$ cat src/rtl/spi_pkg.sv
// -----------------------------------------------------------------------------
// spi_pkg
// Shared definitions for the SPI slave blocks (shift-in receive path and the
// matching MISO shift-out register).
//
// Contents:
//   SPI_MODE0           {CPOL, CPHA} encoding of SPI mode 0
//   DEFAULT_DATA_WIDTH  default word width for the SPI datapath
//   cnt_width()         width of a counter that must hold 0..data_width
// -----------------------------------------------------------------------------
package spi_pkg;

    // {CPOL, CPHA}. Mode 0 idles sclk low and samples on the rising edge.
    localparam logic [1:0] SPI_MODE0 = 2'b00;

    localparam int DEFAULT_DATA_WIDTH = 8;

    // A bit counter has to represent every value from 0 up to the full word
    // length, so it needs one more code than there are bits in the word.
    function automatic int cnt_width(input int data_width);
        return $clog2(data_width + 1);
    endfunction

endpackage

$ cat src/rtl/shiftin_rx_if.sv
// -----------------------------------------------------------------------------
// shiftin_rx_if
// Bundles the SPI pins and the consumer-side handshake/status of shiftin_rx.
//
// Signals:
//   sclk, cs_n, mosi   SPI pins (asynchronous to the system clock)
//   rx_data            last completed word
//   rx_valid           rx_data holds an unconsumed word
//   rx_ready           consumer accepts rx_data when rx_valid && rx_ready
//   clr_status         one-cycle pulse clearing overrun and frame_err
//   overrun            sticky: a completed word was dropped
//   frame_err          sticky: chip select released mid-word
//   busy               synchronised cs_n is low
//   bit_count          bits received so far in the current word
//
// Modports:
//   slave   the receiver's view (shiftin_rx)
//   master  the view of whatever drives the pins and consumes the words
// -----------------------------------------------------------------------------
interface shiftin_rx_if
    import spi_pkg::*;
#(
    parameter int DATA_WIDTH = DEFAULT_DATA_WIDTH
);

    localparam int CNT_W = cnt_width(DATA_WIDTH);

    logic                  sclk;
    logic                  cs_n;
    logic                  mosi;
    logic [DATA_WIDTH-1:0] rx_data;
    logic                  rx_valid;
    logic                  rx_ready;
    logic                  clr_status;
    logic                  overrun;
    logic                  frame_err;
    logic                  busy;
    logic [CNT_W-1:0]      bit_count;

    modport slave (
        input  sclk,
        input  cs_n,
        input  mosi,
        input  rx_ready,
        input  clr_status,
        output rx_data,
        output rx_valid,
        output overrun,
        output frame_err,
        output busy,
        output bit_count
    );

    modport master (
        output sclk,
        output cs_n,
        output mosi,
        output rx_ready,
        output clr_status,
        input  rx_data,
        input  rx_valid,
        input  overrun,
        input  frame_err,
        input  busy,
        input  bit_count
    );

endinterface

$ cat src/rtl/sync_edge.sv
// -----------------------------------------------------------------------------
// sync_edge
// Multi-flop synchroniser for one asynchronous input, followed by a
// previous-value flop that turns level changes into one-cycle strobes.
//
// Parameters:
//   STAGES     synchroniser depth (2 or more)
//   RESET_VAL  value every flop takes in reset, i.e. the pin's idle level
//
// Ports:
//   clk    system clock
//   rst    asynchronous active-high reset
//   din    asynchronous input
//   level  synchronised level
//   rise   one-cycle strobe: level went 0 -> 1
//   fall   one-cycle strobe: level went 1 -> 0
// -----------------------------------------------------------------------------
module sync_edge #(
    parameter int   STAGES    = 2,
    parameter logic RESET_VAL = 1'b0
) (
    input  logic clk,
    input  logic rst,
    input  logic din,
    output logic level,
    output logic rise,
    output logic fall
);

    logic [STAGES-1:0] chain;
    logic              prev;

    // Resetting to the idle level keeps the strobes quiet coming out of reset,
    // so a pin already sitting at its idle value never fakes an edge.
    always_ff @(posedge clk or posedge rst) begin
        if (rst) begin
            chain <= {STAGES{RESET_VAL}};
            prev  <= RESET_VAL;
        end else begin
            chain <= {chain[STAGES-2:0], din};
            prev  <= chain[STAGES-1];
        end
    end

    assign level = chain[STAGES-1];
    assign rise  = level & ~prev;
    assign fall  = ~level & prev;

endmodule

$ cat src/rtl/shiftin_rx.sv
// -----------------------------------------------------------------------------
// shiftin_rx
// SPI slave receive path. Synchronises sclk, cs_n and mosi into the system
// clock domain, samples mosi on each rising sclk while selected, assembles
// DATA_WIDTH-bit words and hands them to the command decoder over a
// valid/ready handshake. Dropped words and aborted words raise sticky flags.
//
// Parameters:
//   DATA_WIDTH   bits per received word (2 or more)
//   SYNC_STAGES  synchroniser depth for sclk, cs_n and mosi (2 or more)
//   MSB_FIRST    1: first received bit lands in rx_data[DATA_WIDTH-1]
//                0: first received bit lands in rx_data[0]
//
// Ports:
//   clk   system clock, at least 4x the sclk rate
//   rst   asynchronous active-high reset
//   bus   shiftin_rx_if.slave: SPI pins, rx_data/rx_valid/rx_ready,
//         clr_status, overrun, frame_err, busy, bit_count
// -----------------------------------------------------------------------------
module shiftin_rx
    import spi_pkg::*;
#(
    parameter int DATA_WIDTH  = DEFAULT_DATA_WIDTH,
    parameter int SYNC_STAGES = 2,
    parameter bit MSB_FIRST   = 1'b1
) (
    input  logic         clk,
    input  logic         rst,
    shiftin_rx_if.slave  bus
);

    localparam int               CNT_W    = cnt_width(DATA_WIDTH);
    localparam logic [CNT_W-1:0] LAST_BIT = CNT_W'(DATA_WIDTH - 1);
    localparam logic [CNT_W-1:0] CNT_ONE  = CNT_W'(1);

    // Synchronised pins and their edge strobes
    logic sclk_level;
    logic sclk_rise;
    logic sclk_fall;
    logic cs_level;
    logic cs_rise;
    logic cs_fall;
    logic mosi_level;
    logic mosi_rise_unused;
    logic mosi_fall_unused;

    // Registered state
    logic [DATA_WIDTH-1:0] shifter;
    logic [CNT_W-1:0]      bit_count_q;
    logic [DATA_WIDTH-1:0] rx_data_q;
    logic                  rx_valid_q;
    logic                  overrun_q;
    logic                  frame_err_q;
    logic                  busy_q;

    // Next-state helpers
    logic                  sample_edge;
    logic [DATA_WIDTH-1:0] shift_next;
    logic                  take_bit;
    logic                  word_done;
    logic                  accept;
    logic                  drop_word;
    logic                  abort_word;

    // All three pins share the same synchroniser depth, so a mosi value set up
    // before an sclk edge reaches the sample point together with that edge.
    sync_edge #(
        .STAGES    (SYNC_STAGES),
        .RESET_VAL (1'b0)
    ) u_sync_sclk (
        .clk   (clk),
        .rst   (rst),
        .din   (bus.sclk),
        .level (sclk_level),
        .rise  (sclk_rise),
        .fall  (sclk_fall)
    );

    sync_edge #(
        .STAGES    (SYNC_STAGES),
        .RESET_VAL (1'b1)
    ) u_sync_cs (
        .clk   (clk),
        .rst   (rst),
        .din   (bus.cs_n),
        .level (cs_level),
        .rise  (cs_rise),
        .fall  (cs_fall)
    );

    sync_edge #(
        .STAGES    (SYNC_STAGES),
        .RESET_VAL (1'b0)
    ) u_sync_mosi (
        .clk   (clk),
        .rst   (rst),
        .din   (bus.mosi),
        .level (mosi_level),
        .rise  (mosi_rise_unused),
        .fall  (mosi_fall_unused)
    );

    // Mode 0 samples on the leading edge with sclk idling low, which is the
    // rising edge. The selection is written out so the idle polarity and phase
    // live in one place in the package. The synchronised sclk level itself is
    // only needed to produce the strobes.
    assign sample_edge = (SPI_MODE0[1] ^ SPI_MODE0[0]) ? sclk_fall : sclk_rise;

    // Decide what this cycle does before touching any state. A chip-select
    // edge always takes priority over a sample so a deselect that coincides
    // with an sclk edge discards that edge rather than counting it. A word
    // that completes while the previous one is still pending and not being
    // accepted this very cycle is dropped; if the consumer is accepting in the
    // same cycle the slot frees up and the new word simply replaces it.
    always_comb begin
        shift_next = MSB_FIRST ? {shifter[DATA_WIDTH-2:0], mosi_level}
                               : {mosi_level, shifter[DATA_WIDTH-1:1]};
        take_bit   = sample_edge && !cs_level && !cs_rise && !cs_fall;
        word_done  = take_bit && (bit_count_q == LAST_BIT);
        accept     = rx_valid_q && bus.rx_ready;
        drop_word  = word_done && rx_valid_q && !bus.rx_ready;
        abort_word = cs_rise && (bit_count_q != '0);
    end

    // Shifter, bit counter, output word and sticky flags. The counter wraps to
    // zero on the word's last bit so the next word can start on the very next
    // sclk edge. Sticky flags give a new set event priority over clr_status so
    // an error arriving in the clearing cycle is never lost.
    always_ff @(posedge clk or posedge rst) begin
        if (rst) begin
            shifter     <= '0;
            bit_count_q <= '0;
            rx_data_q   <= '0;
            rx_valid_q  <= 1'b0;
            overrun_q   <= 1'b0;
            frame_err_q <= 1'b0;
            busy_q      <= 1'b0;
        end else begin
            busy_q <= ~cs_level;

            if (cs_rise || cs_fall) begin
                shifter     <= '0;
                bit_count_q <= '0;
            end else if (take_bit) begin
                shifter     <= shift_next;
                bit_count_q <= word_done ? '0 : bit_count_q + CNT_ONE;
            end

            if (word_done && !drop_word) begin
                rx_data_q  <= shift_next;
                rx_valid_q <= 1'b1;
            end else if (accept) begin
                rx_valid_q <= 1'b0;
            end

            overrun_q   <= drop_word  | (overrun_q   & ~bus.clr_status);
            frame_err_q <= abort_word | (frame_err_q & ~bus.clr_status);
        end
    end

    assign bus.rx_data   = rx_data_q;
    assign bus.rx_valid  = rx_valid_q;
    assign bus.overrun   = overrun_q;
    assign bus.frame_err = frame_err_q;
    assign bus.busy      = busy_q;
    assign bus.bit_count = bit_count_q;

endmodule

$ cat src/flat_wrapper.sv
// flat-port wrapper written by rule: the top's interface ports become plain ports
module shiftin_rx_flat import spi_pkg::*;
#(
    parameter int DATA_WIDTH  = DEFAULT_DATA_WIDTH,
    parameter int SYNC_STAGES = 2,
    parameter bit MSB_FIRST   = 1'b1
)
  (clk, rst, bus_sclk, bus_cs_n, bus_mosi, bus_rx_ready, bus_clr_status, bus_rx_data, bus_rx_valid, bus_overrun, bus_frame_err, bus_busy, bus_bit_count);
  shiftin_rx_if #(.DATA_WIDTH(DATA_WIDTH)) bus_i ();
  input  logic clk;
  input  logic rst;
  input wire logic [$bits(bus_i.sclk)-1:0] bus_sclk;
  input wire logic [$bits(bus_i.cs_n)-1:0] bus_cs_n;
  input wire logic [$bits(bus_i.mosi)-1:0] bus_mosi;
  input wire logic [$bits(bus_i.rx_ready)-1:0] bus_rx_ready;
  input wire logic [$bits(bus_i.clr_status)-1:0] bus_clr_status;
  output wire logic [$bits(bus_i.rx_data)-1:0] bus_rx_data;
  output wire logic [$bits(bus_i.rx_valid)-1:0] bus_rx_valid;
  output wire logic [$bits(bus_i.overrun)-1:0] bus_overrun;
  output wire logic [$bits(bus_i.frame_err)-1:0] bus_frame_err;
  output wire logic [$bits(bus_i.busy)-1:0] bus_busy;
  output wire logic [$bits(bus_i.bit_count)-1:0] bus_bit_count;
  assign bus_i.sclk = bus_sclk;
  assign bus_i.cs_n = bus_cs_n;
  assign bus_i.mosi = bus_mosi;
  assign bus_i.rx_ready = bus_rx_ready;
  assign bus_i.clr_status = bus_clr_status;
  assign bus_rx_data = bus_i.rx_data;
  assign bus_rx_valid = bus_i.rx_valid;
  assign bus_overrun = bus_i.overrun;
  assign bus_frame_err = bus_i.frame_err;
  assign bus_busy = bus_i.busy;
  assign bus_bit_count = bus_i.bit_count;
  shiftin_rx #(.DATA_WIDTH(DATA_WIDTH), .SYNC_STAGES(SYNC_STAGES), .MSB_FIRST(MSB_FIRST)) u_core (.clk(clk), .rst(rst), .bus(bus_i));
endmodule
$ cat config.mk
export PLATFORM = sky130hd
export DESIGN_NAME = shiftin_rx_flat
export DESIGN_NICKNAME = d
export VERILOG_FILES = /design/src/rtl/spi_pkg.sv /design/src/rtl/shiftin_rx_if.sv /design/src/rtl/sync_edge.sv /design/src/rtl/shiftin_rx.sv /design/src/flat_wrapper.sv
export SDC_FILE = /design/constraint.sdc
export NUM_CORES = 1
export LEC_CHECK = 0
export CAP_MARGIN = 20
export CORE_UTILIZATION = 38
export CTS_BUF_LIST = sky130_fd_sc_hd__clkbuf_8
export DETAILED_ROUTE_END_ITERATION = 7
export PLACE_DENSITY = 0.58
export SLEW_MARGIN = 20
export SYNTH_ARGS = -nofsm -noshare
export SYNTH_HDL_FRONTEND = slang
export SYNTH_SLANG_ARGS = --single-unit
$ cat constraint.sdc
create_clock -name clk -period 3.1 [get_ports clk]
set_input_delay 0.62 -clock clk [delete_from_list [all_inputs] [get_ports clk]]
set_output_delay 0.62 -clock clk [all_outputs]
set_load 0.05 [all_outputs]
# Yosys cells after proc, flatten, opt, wreduce, memory -nomap -nowiden
# Cells that the tools add are included.
# W data, S select, Z words.
[op_classes] add_sub_neg=1 n_eq_ne=1 mux=7 n_bitwise=11 reduce_logical=18
[ops] operator="$mux W7" count=2
[ops] operator="$mux W4" count=3
[ops] operator="$logic_and A1 B1 Y1" count=9
[ops] operator="$and A1 B1 Y1" count=5
[ops] operator="$logic_not A1 Y1" count=5
[ops] operator="$add A4 B1 Y4 const B" count=1
[ops] operator="$eq A4 B3 Y1 const B" count=1
[ops] operator="$not A1 Y1" count=4
[ops] operator="$reduce_bool A2 Y1" count=2
[ops] operator="$reduce_bool A4 Y1" count=1
[ops] operator="$mux W1" count=2
[ops] operator="$or A1 B1 Y1" count=2
[ops] operator="$logic_or A1 B1 Y1" count=1
[totals] ff_bits=31 in_bits=7 output_inout_bits=16 word_cells=50

# Depth between registers and ports, before layout
# Gate-level depths: netlist of run 1.
[logic_depth] word_depth=11 mapped_depth=7 ltp_nobuf=5

# By module
# From an unflattened synthesis of run 1, not the netlist that was laid out.
[hier_totals] hier_cells=88 area_unflattened_um2=1242.4
[modules_own_cells] module="shiftin_rx" instances=1 cells_each=70 area_per_inst_um2=957.2 seq_area_each_um2=575.6
[modules_own_cells] module="sync_edge (u_core.u_sync_mosi ...)" instances=2 cells_each=6 area_per_inst_um2=93.8 seq_area_each_um2=75.1
[modules_own_cells] module="sync_edge (u_core.u_sync_cs)" instances=1 cells_each=6 area_per_inst_um2=97.6 seq_area_each_um2=78.8

# Worst setup path after synthesis of run 1
# OpenSTA, ideal clock, no wires.
[synth_path] path_kind="register to register" start="reg u_core.u_sync_cs.prev" end="reg u_core.rx_data_q[0], in the netlist u_core.bus.rx_data[0]" setup_time_ps=125 t_arrival_ps=2225 t_required_ps=2975 setup_slack_ps=751 path_stages_with_launch=7 path_buffers=1 synth_period_minus_slack_ps=2349 cell_sequence="dfstp_2 -> inv_1 -> ha_1 -> or4b_1 -> buf_2 -> nor4b_4 -> mux2_2"
[synth_between] elab_chain_len=10 elab_cells_between_ends=12 cone_classes="bitwise (3); reduce/logical (9)"
[synth_rtl] element="start: declaration" line="sync_edge.sv:31" rtl="logic prev;"
[synth_rtl] element="start signal: assignment" line="sync_edge.sv:41" rtl="prev <= chain[STAGES-1];"
[synth_rtl] element="$not A1 Y1" line="sync_edge.sv:46" rtl="assign rise = level & ~prev;"
[synth_rtl] element="$and A1 B1 Y1" line="sync_edge.sv:46"
[synth_rtl] element="$logic_not A1 Y1" line="shiftin_rx.sv:118" rtl="take_bit = sample_edge && !cs_level && !cs_rise && !cs_fall;"
[synth_rtl] element="$logic_and A1 B1 Y1" line="shiftin_rx.sv:118"
[synth_rtl] element="$logic_and A1 B1 Y1 (*)" line="shiftin_rx.sv:118"
[synth_rtl] element="$logic_and A1 B1 Y1 (*)" line="shiftin_rx.sv:119" rtl="word_done = take_bit && (bit_count_q == LAST_BIT);"
[synth_rtl] element="$logic_and A1 B1 Y1 (2 in series)" line="shiftin_rx.sv:121" rtl="drop_word = word_done && rx_valid_q && !bus.rx_ready;"
[synth_rtl] element="$logic_not A1 Y1" line="shiftin_rx.sv:149" rtl="if (word_done && !drop_word) begin"
[synth_rtl] element="$logic_and A1 B1 Y1 (*)" line="shiftin_rx.sv:149"
[synth_rtl] element="end signal: assignment" line="shiftin_rx.sv:150" rtl="rx_data_q <= shift_next;"
[synth_rtl] element="end: declaration" line="shiftin_rx.sv:50" rtl="logic [DATA_WIDTH-1:0] rx_data_q;"
# Every way passes the cells marked *; elsewhere a longest branch is shown, timed or not.
# A chain may end at the register's enable or synchronous reset.

# Final worst setup path of run 1
[layout_path] start="reg u_core.u_sync_cs.prev" end="reg u_core.rx_data_q[7], in the netlist u_core.bus.rx_data[7]"
# Same word-level chain as after synthesis.

==> results of run 1 <==
-- cells by family (layout without fill, tap and decap cells) --
family | after synthesis | after routing
adder cells (fa/ha/maj) | 4 | 4
multiplexers | 9 | 9
AO/OA/AOI/OAI | 24 | 24
AND/OR/NAND/NOR | 20 | 20
buffers and inverters | 12 | 41
flip-flops | 31 | 31
-- critical path, stage by stage, from the launching register on --
cell and delay, ps:
dfstp_2 540, inv_1 40, ha_1 220, or4b_1 580, nor4b_4 600, mux2_2 420
-- power by group --
| group | internal, mW | switching, mW | leakage (nW) |
|---|---|---|---|
| Sequential | 0.414 | 0.00733 | 0.408 |
| Clock | 0.199 | 0.139 | 0.0557 |
| Combinational | 0.0178 | 0.0326 | 0.261 |
| Total | 0.631 | 0.179 | 0.725 |
-- flip-flops by register name, summed over array words and instances, names as in the netlist --
name / cells
u_core.bus.bit_count: 4
u_core.bus.busy: 1
u_core.bus.frame_err: 1
u_core.bus.overrun: 1
u_core.bus.rx_data: 8
u_core.bus.rx_valid: 1
u_core.shifter: 7
u_core.u_sync_cs.chain: 2
u_core.u_sync_cs.prev: 1
u_core.u_sync_mosi.chain: 2
u_core.u_sync_sclk.chain: 2
u_core.u_sync_sclk.prev: 1
-- layer usage --
| layer | up-vias | wire [µm] |
|---|---|---|
| li1 | 411 | - |
| met1 | 423 | 1100 |
| met2 | 24 | 1120 |
| met3 | 6 | 122 |
| met4 | 0 | 53 |
| met5 | - | 0 |
-- worst paths after layout --
kind,end,slack [ps],start
worst max-delay path,u_core.bus.rx_data[7]$_DFFE_PP0P_,580,u_core.u_sync_cs.prev$_DFF_PP1_
worst min-delay path,u_core.u_sync_mosi.chain[1]$_DFF_PP0_,350,u_core.u_sync_mosi.chain[0]$_DFF_PP0_
worst max register to register,u_core.bus.rx_data[7]$_DFFE_PP0P_,580,u_core.u_sync_cs.prev$_DFF_PP1_
worst min register to register,u_core.u_sync_mosi.chain[1]$_DFF_PP0_,350,u_core.u_sync_mosi.chain[0]$_DFF_PP0_
max in group asynchronous,u_core.u_sync_cs.chain[0]$_DFF_PP1_,2070,rst
min in group asynchronous,u_core.bus.rx_data[7]$_DFFE_PP0P_,710,rst
-- cells in the final DEF (no fill, tap or decap), types with 3 or more instances in the layout --
master,instances
mux2_2,8
inv_1,8
clkdlybuf4s50_1,22
a21oi_1,9
dfrtp_1,28
nand3_1,10
dfstp_2,3
o21ai_0,10
nand2b_1,3
ha_1,4
clkbuf_8,7
-- final cells by class --
| cell class | count | share of cell area |
|---|---|---|
| clock inverter | 1 | 0.00230 |
| multi-input combinational | 57 | 0.262 |
| inverter | 9 | 0.0207 |
| tap | 44 | 0.0337 |
| clock buffer | 7 | 0.0590 |
| sequential | 31 | 0.478 |
| timing repair buffer | 24 | 0.144 |
==> impl_metrics.yaml, run 1 <==
status:
  status: "complete, no violations"
route:
  num_vias: 864
  firstDrtPassIters: 4
  ant_nets: 0
  drt-total-wl_um: 2400
  drc: 0
  avgViaCountPerCell: 4.99
  drtIter0Drc: 25
  post_drt_wl_per_cell_um: 13.9
hold_path:
  hold_depth: 0
  hold_path.class: "flop to flop"
global_routing:
  gr-usage-met1: 0.206
  grt_pass1_vias: 901
  grt_util_all_layers: 0.170
  grt_max_degree: 32
  met3_usage: 0.0677
  grt-ovfl-total: 0
  busiest_layer: "met2"
  grt_first_pass_wirelength_um: 4200
  grt_util_met2: 0.258
  antenna_found_initial: 0
synth:
  synth-seq-area-share: 0.622
  synth_compound_area_frac: 0.109
  synthFlopType: "dfrtp_1"
  yosys.area_share.simple: 0.113
  syn_area_per_cell_um2: 12.5
  async_flop_share: 1.00
  ys_types: 23
  ys_warn_count: 0
  synth_area_um2: 1250
  yosysMostFrequentCell: "dfrtp_1"
  ys_seq_elements: 31
  synth.top_cell.area_share: 0.559
  synth_top_family_by_area: "simple AND/OR/NAND/NOR gates"
  syn_nets: 111
  synth_cells: 100
  synth_top_cell_by_area: "dfrtp_1"
  synth_fa_ha_area_frac: 0.0399
  synth.area.top_cells: "dfrtp_1 56%, mux2_2 7.2%, dfstp_2 6.3%, ha_1 4.0%, nand3_1 4.0%"
  muxShareOfSynthArea: 0.0798
  synth_xor_area_frac: 0
  synth_common_cells: "28 x dfrtp_1, 10 x nand3_1, 10 x o21ai_0"
  synth_edf_count: 0
floorplan:
  die_y_um: 59.4
  die_area_um2: 3530
  initial_core_util: 0.404
  ios: 23
  core_area_um2: 3100
  placement_rows: 20
  chipWidth_um: 59.4
layout:
  syn_to_final_growth_pct: 30.1
  fin_cells: 173
  diodes: 0
  fin_nets: 139
  final_area_um2: 1630
  seqCellArea_um2: 779
  n_fill_cell: 289
  utilization: 0.526
  final_layout_size_suffix_gt1_frac: 0.171
  multi_input_area_um2: 428
critical_path:
  crit_arrival_ps: 2690
  required_ps: 3270
  endpoint_kind: "flop"
  crit_fanout: 8
  rr_worst_depth: 5
  cp-start-kind: "flop"
  path_class: "flop to flop"
sta:
  hold_viol: 0
  setup_viol: 0
  worstMarginPinSlew_ps: 953
  max_freq_mhz: 397
  holdWs_ps: 348
  fin_crit_ps: 2520
  slew_viol_final: 0
  maxSlewHeadroom: 0.363
  grt_setup_unrepaired: "false"
  worst_slack_ps: 579
  tns_ps: 0
  post-route-period-util: 0.813
  finClkSkew_ps: 6.06
clocking:
  hold_buffers: 0
  cts_resized: 0
  h-tree-depth: 2
  root_buffer: "clkbuf_8"
  cts_tree: "built"
  cts.path.max_buffers: 2
  post_cts_buffers: 0
  clkSinkCount: 31
  clkLatencyLatePin_ps: 280
  numCtsBuffers: 5
  clkTransAtPathRegs_ps: 60
placed_design:
  hpwlAfterDp_um: 1590
  post-place-ws_ps: 558
  port_buffers: 22
  globalplace.congestion: 0.744
  place_area_um2: 1530
  placedCellCount: 165
pwr:
  powerDensity_nw_per_um2: 496
  total_power_mw: 0.810
  p_leak_nw: 0.725
  ir_drop_mv: 0.269
run:
  drv_cap: 0
No activity file was read; power rests on OpenSTA's default activity.
==> run 2: changes to the inputs <==
==> constraint.sdc (replaced) <==
create_clock -name clk -period 2.5 [get_ports clk]
set_input_delay 0.5 -clock clk [delete_from_list [all_inputs] [get_ports clk]]
set_output_delay 0.5 -clock clk [all_outputs]
set_load 0.05 [all_outputs]
==> impl_metrics.yaml, run 2 (synthesized netlist as in run 1, its figures left out) <==
placed_design:
  post-place-ws_ps: 131
  globalplace.congestion: 0.699
  hpwlAfterDp_um: 1520
  port_buffers: 22
  placedCellCount: 167
floorplan:
  chipWidth_um: 59.4
  die_area_um2: 3530
  core_area_um2: 3100
  placement_rows: 20
  ios: 23
  die_y_um: 59.4
  initial_core_util: 0.404
route:
  num_vias: 889
  drc: 0
  post_drt_wl_per_cell_um: 13.7
  drt-total-wl_um: 2400
  ant_nets: 0
  drtIter0Drc: 25
  avgViaCountPerCell: 5.08
  firstDrtPassIters: 4
layout:
  final_layout_size_suffix_gt1_frac: 0.183
  fin_nets: 141
  final_common_cell: "dfrtp_1"
  fin_cells: 175
  final_cell_mix: "28 x dfrtp_1, 22 x clkdlybuf4s50_1, 10 x nand3_1, 10 x o21ai_0, 9 x a21oi_1"
  largest_register_ffs: 8
  syn_to_final_growth_pct: 31.3
  n_fill_cell: 297
  diodes: 0
global_routing:
  grt-ovfl-total: 0
  grt_first_pass_wirelength_um: 4070
  grt_pass1_vias: 867
  grt_util_all_layers: 0.162
  grt_max_degree: 32
  antenna_found_initial: 0
sta:
  post-route-period-util: 0.950
  slew_viol_final: 0
  setup_viol: 0
  maxSlewHeadroom: 0.666
  fin_crit_ps: 2370
  finClkSkew_ps: 5.47
  worst_slack_ps: 125
  holdWs_ps: 350
  grt_setup_unrepaired: "false"
  max_freq_mhz: 421
  worstMarginPinSlew_ps: 499
  tns_ps: 0
  hold_viol: 0
hold_path:
  hold_path.class: "flop to flop"
critical_path:
  crit_arrival_ps: 2540
  path_class: "flop to flop"
  endpoint_kind: "flop"
  cp-start-kind: "flop"
  required_ps: 2670
  crit_fanout: 8
clocking:
  root_buffer: "clkbuf_8"
  hold_buffers: 0
  clkSinkCount: 31
  cts_tree: "built"
  cts.path.max_buffers: 2
  clkTransAtPathRegs_ps: 60
  h-tree-depth: 2
  numCtsBuffers: 5
  clkLatencyLatePin_ps: 280
  cts_resized: 0
  post_cts_buffers: 0
status:
  status: "complete, no violations"
pwr:
  p_leak_nw: 0.736
  total_power_mw: 1.01
  ir_drop_mv: 0.322
  powerDensity_nw_per_um2: 615
run:
  drv_cap: 0
[run 2: changes by cell type in the layout (fill, tap and decap cells not counted), sizes merged]
cell	change
buf	+2
[run 2: area by class of cell]
| type | count | area [µm²] | area share |
|---|---|---|---|
| Sequential cell | 31 | 779 | 0.473 |
| Multi-Input combinational cell | 57 | 428 | 0.260 |
| Timing Repair Buffer | 26 | 250 | 0.152 |
| Tap cell | 44 | 55.1 | 0.0334 |
| Inverter | 9 | 33.8 | 0.0205 |
| Clock inverter | 1 | 3.75 | 0.00228 |
| Clock buffer | 7 | 96.3 | 0.0585 |
[run 2: path summary, 6_finish.rpt]
check | startpoint | end | slack [ps] | depth (start not counted)
hold reg to reg | u_core.u_sync_sclk.chain[0]$_DFF_PP0_ | u_core.u_sync_sclk.chain[1]$_DFF_PP0_ | 350 | 0
hold / removal | u_core.u_sync_sclk.chain[0]$_DFF_PP0_ | u_core.u_sync_sclk.chain[1]$_DFF_PP0_ | 350 | 0
setup reg to reg | u_core.u_sync_cs.prev$_DFF_PP1_ | u_core.bus.rx_data[6]$_DFFE_PP0P_ | 130 | 6
setup / recovery | u_core.u_sync_cs.prev$_DFF_PP1_ | u_core.bus.rx_data[6]$_DFFE_PP0P_ | 130 | 6
max in group asynchronous | rst | u_core.u_sync_cs.chain[0]$_DFF_PP1_ | 1590 | 3
min in group asynchronous | rst | u_core.bus.busy$_DFF_PP0_ | 600 | 3
[run 2: per-stage QoR]
| step | instance area (µm²) | util |
|---|---|---|
| CTS | 1650 | 0.531 |
| floorplan | 1250 | - |
| global route | 1650 | 0.531 |
| global placement | 1550 | 0.498 |
| detailed placement | 1550 | 0.498 |
| finish | 1650 | 0.531 |
[run 2: where the power goes]
group / internal (mW) / switching, mW
Clock: 0.247 / 0.179
Combinational: 0.0231 / 0.0411
Sequential: 0.513 / 0.00910
Total: 0.783 / 0.229
[run 2: worst max-delay path: stages, from the launching register on]
cell and delay (ps):
dfstp_2 540, inv_1 50, ha_1 240, or4b_1 600, nor4b_4 280, buf_4 210, mux2_2 350
[run 2: routing by layer]
layer  vias to the layer above  track usage  part of all wire
met1                       437        0.208              0.46
li1                        420            -                 -
met5                         -            0                 0
met2                        27        0.236              0.47
met4                         0       0.0986             0.012
met3                         5       0.0546             0.063
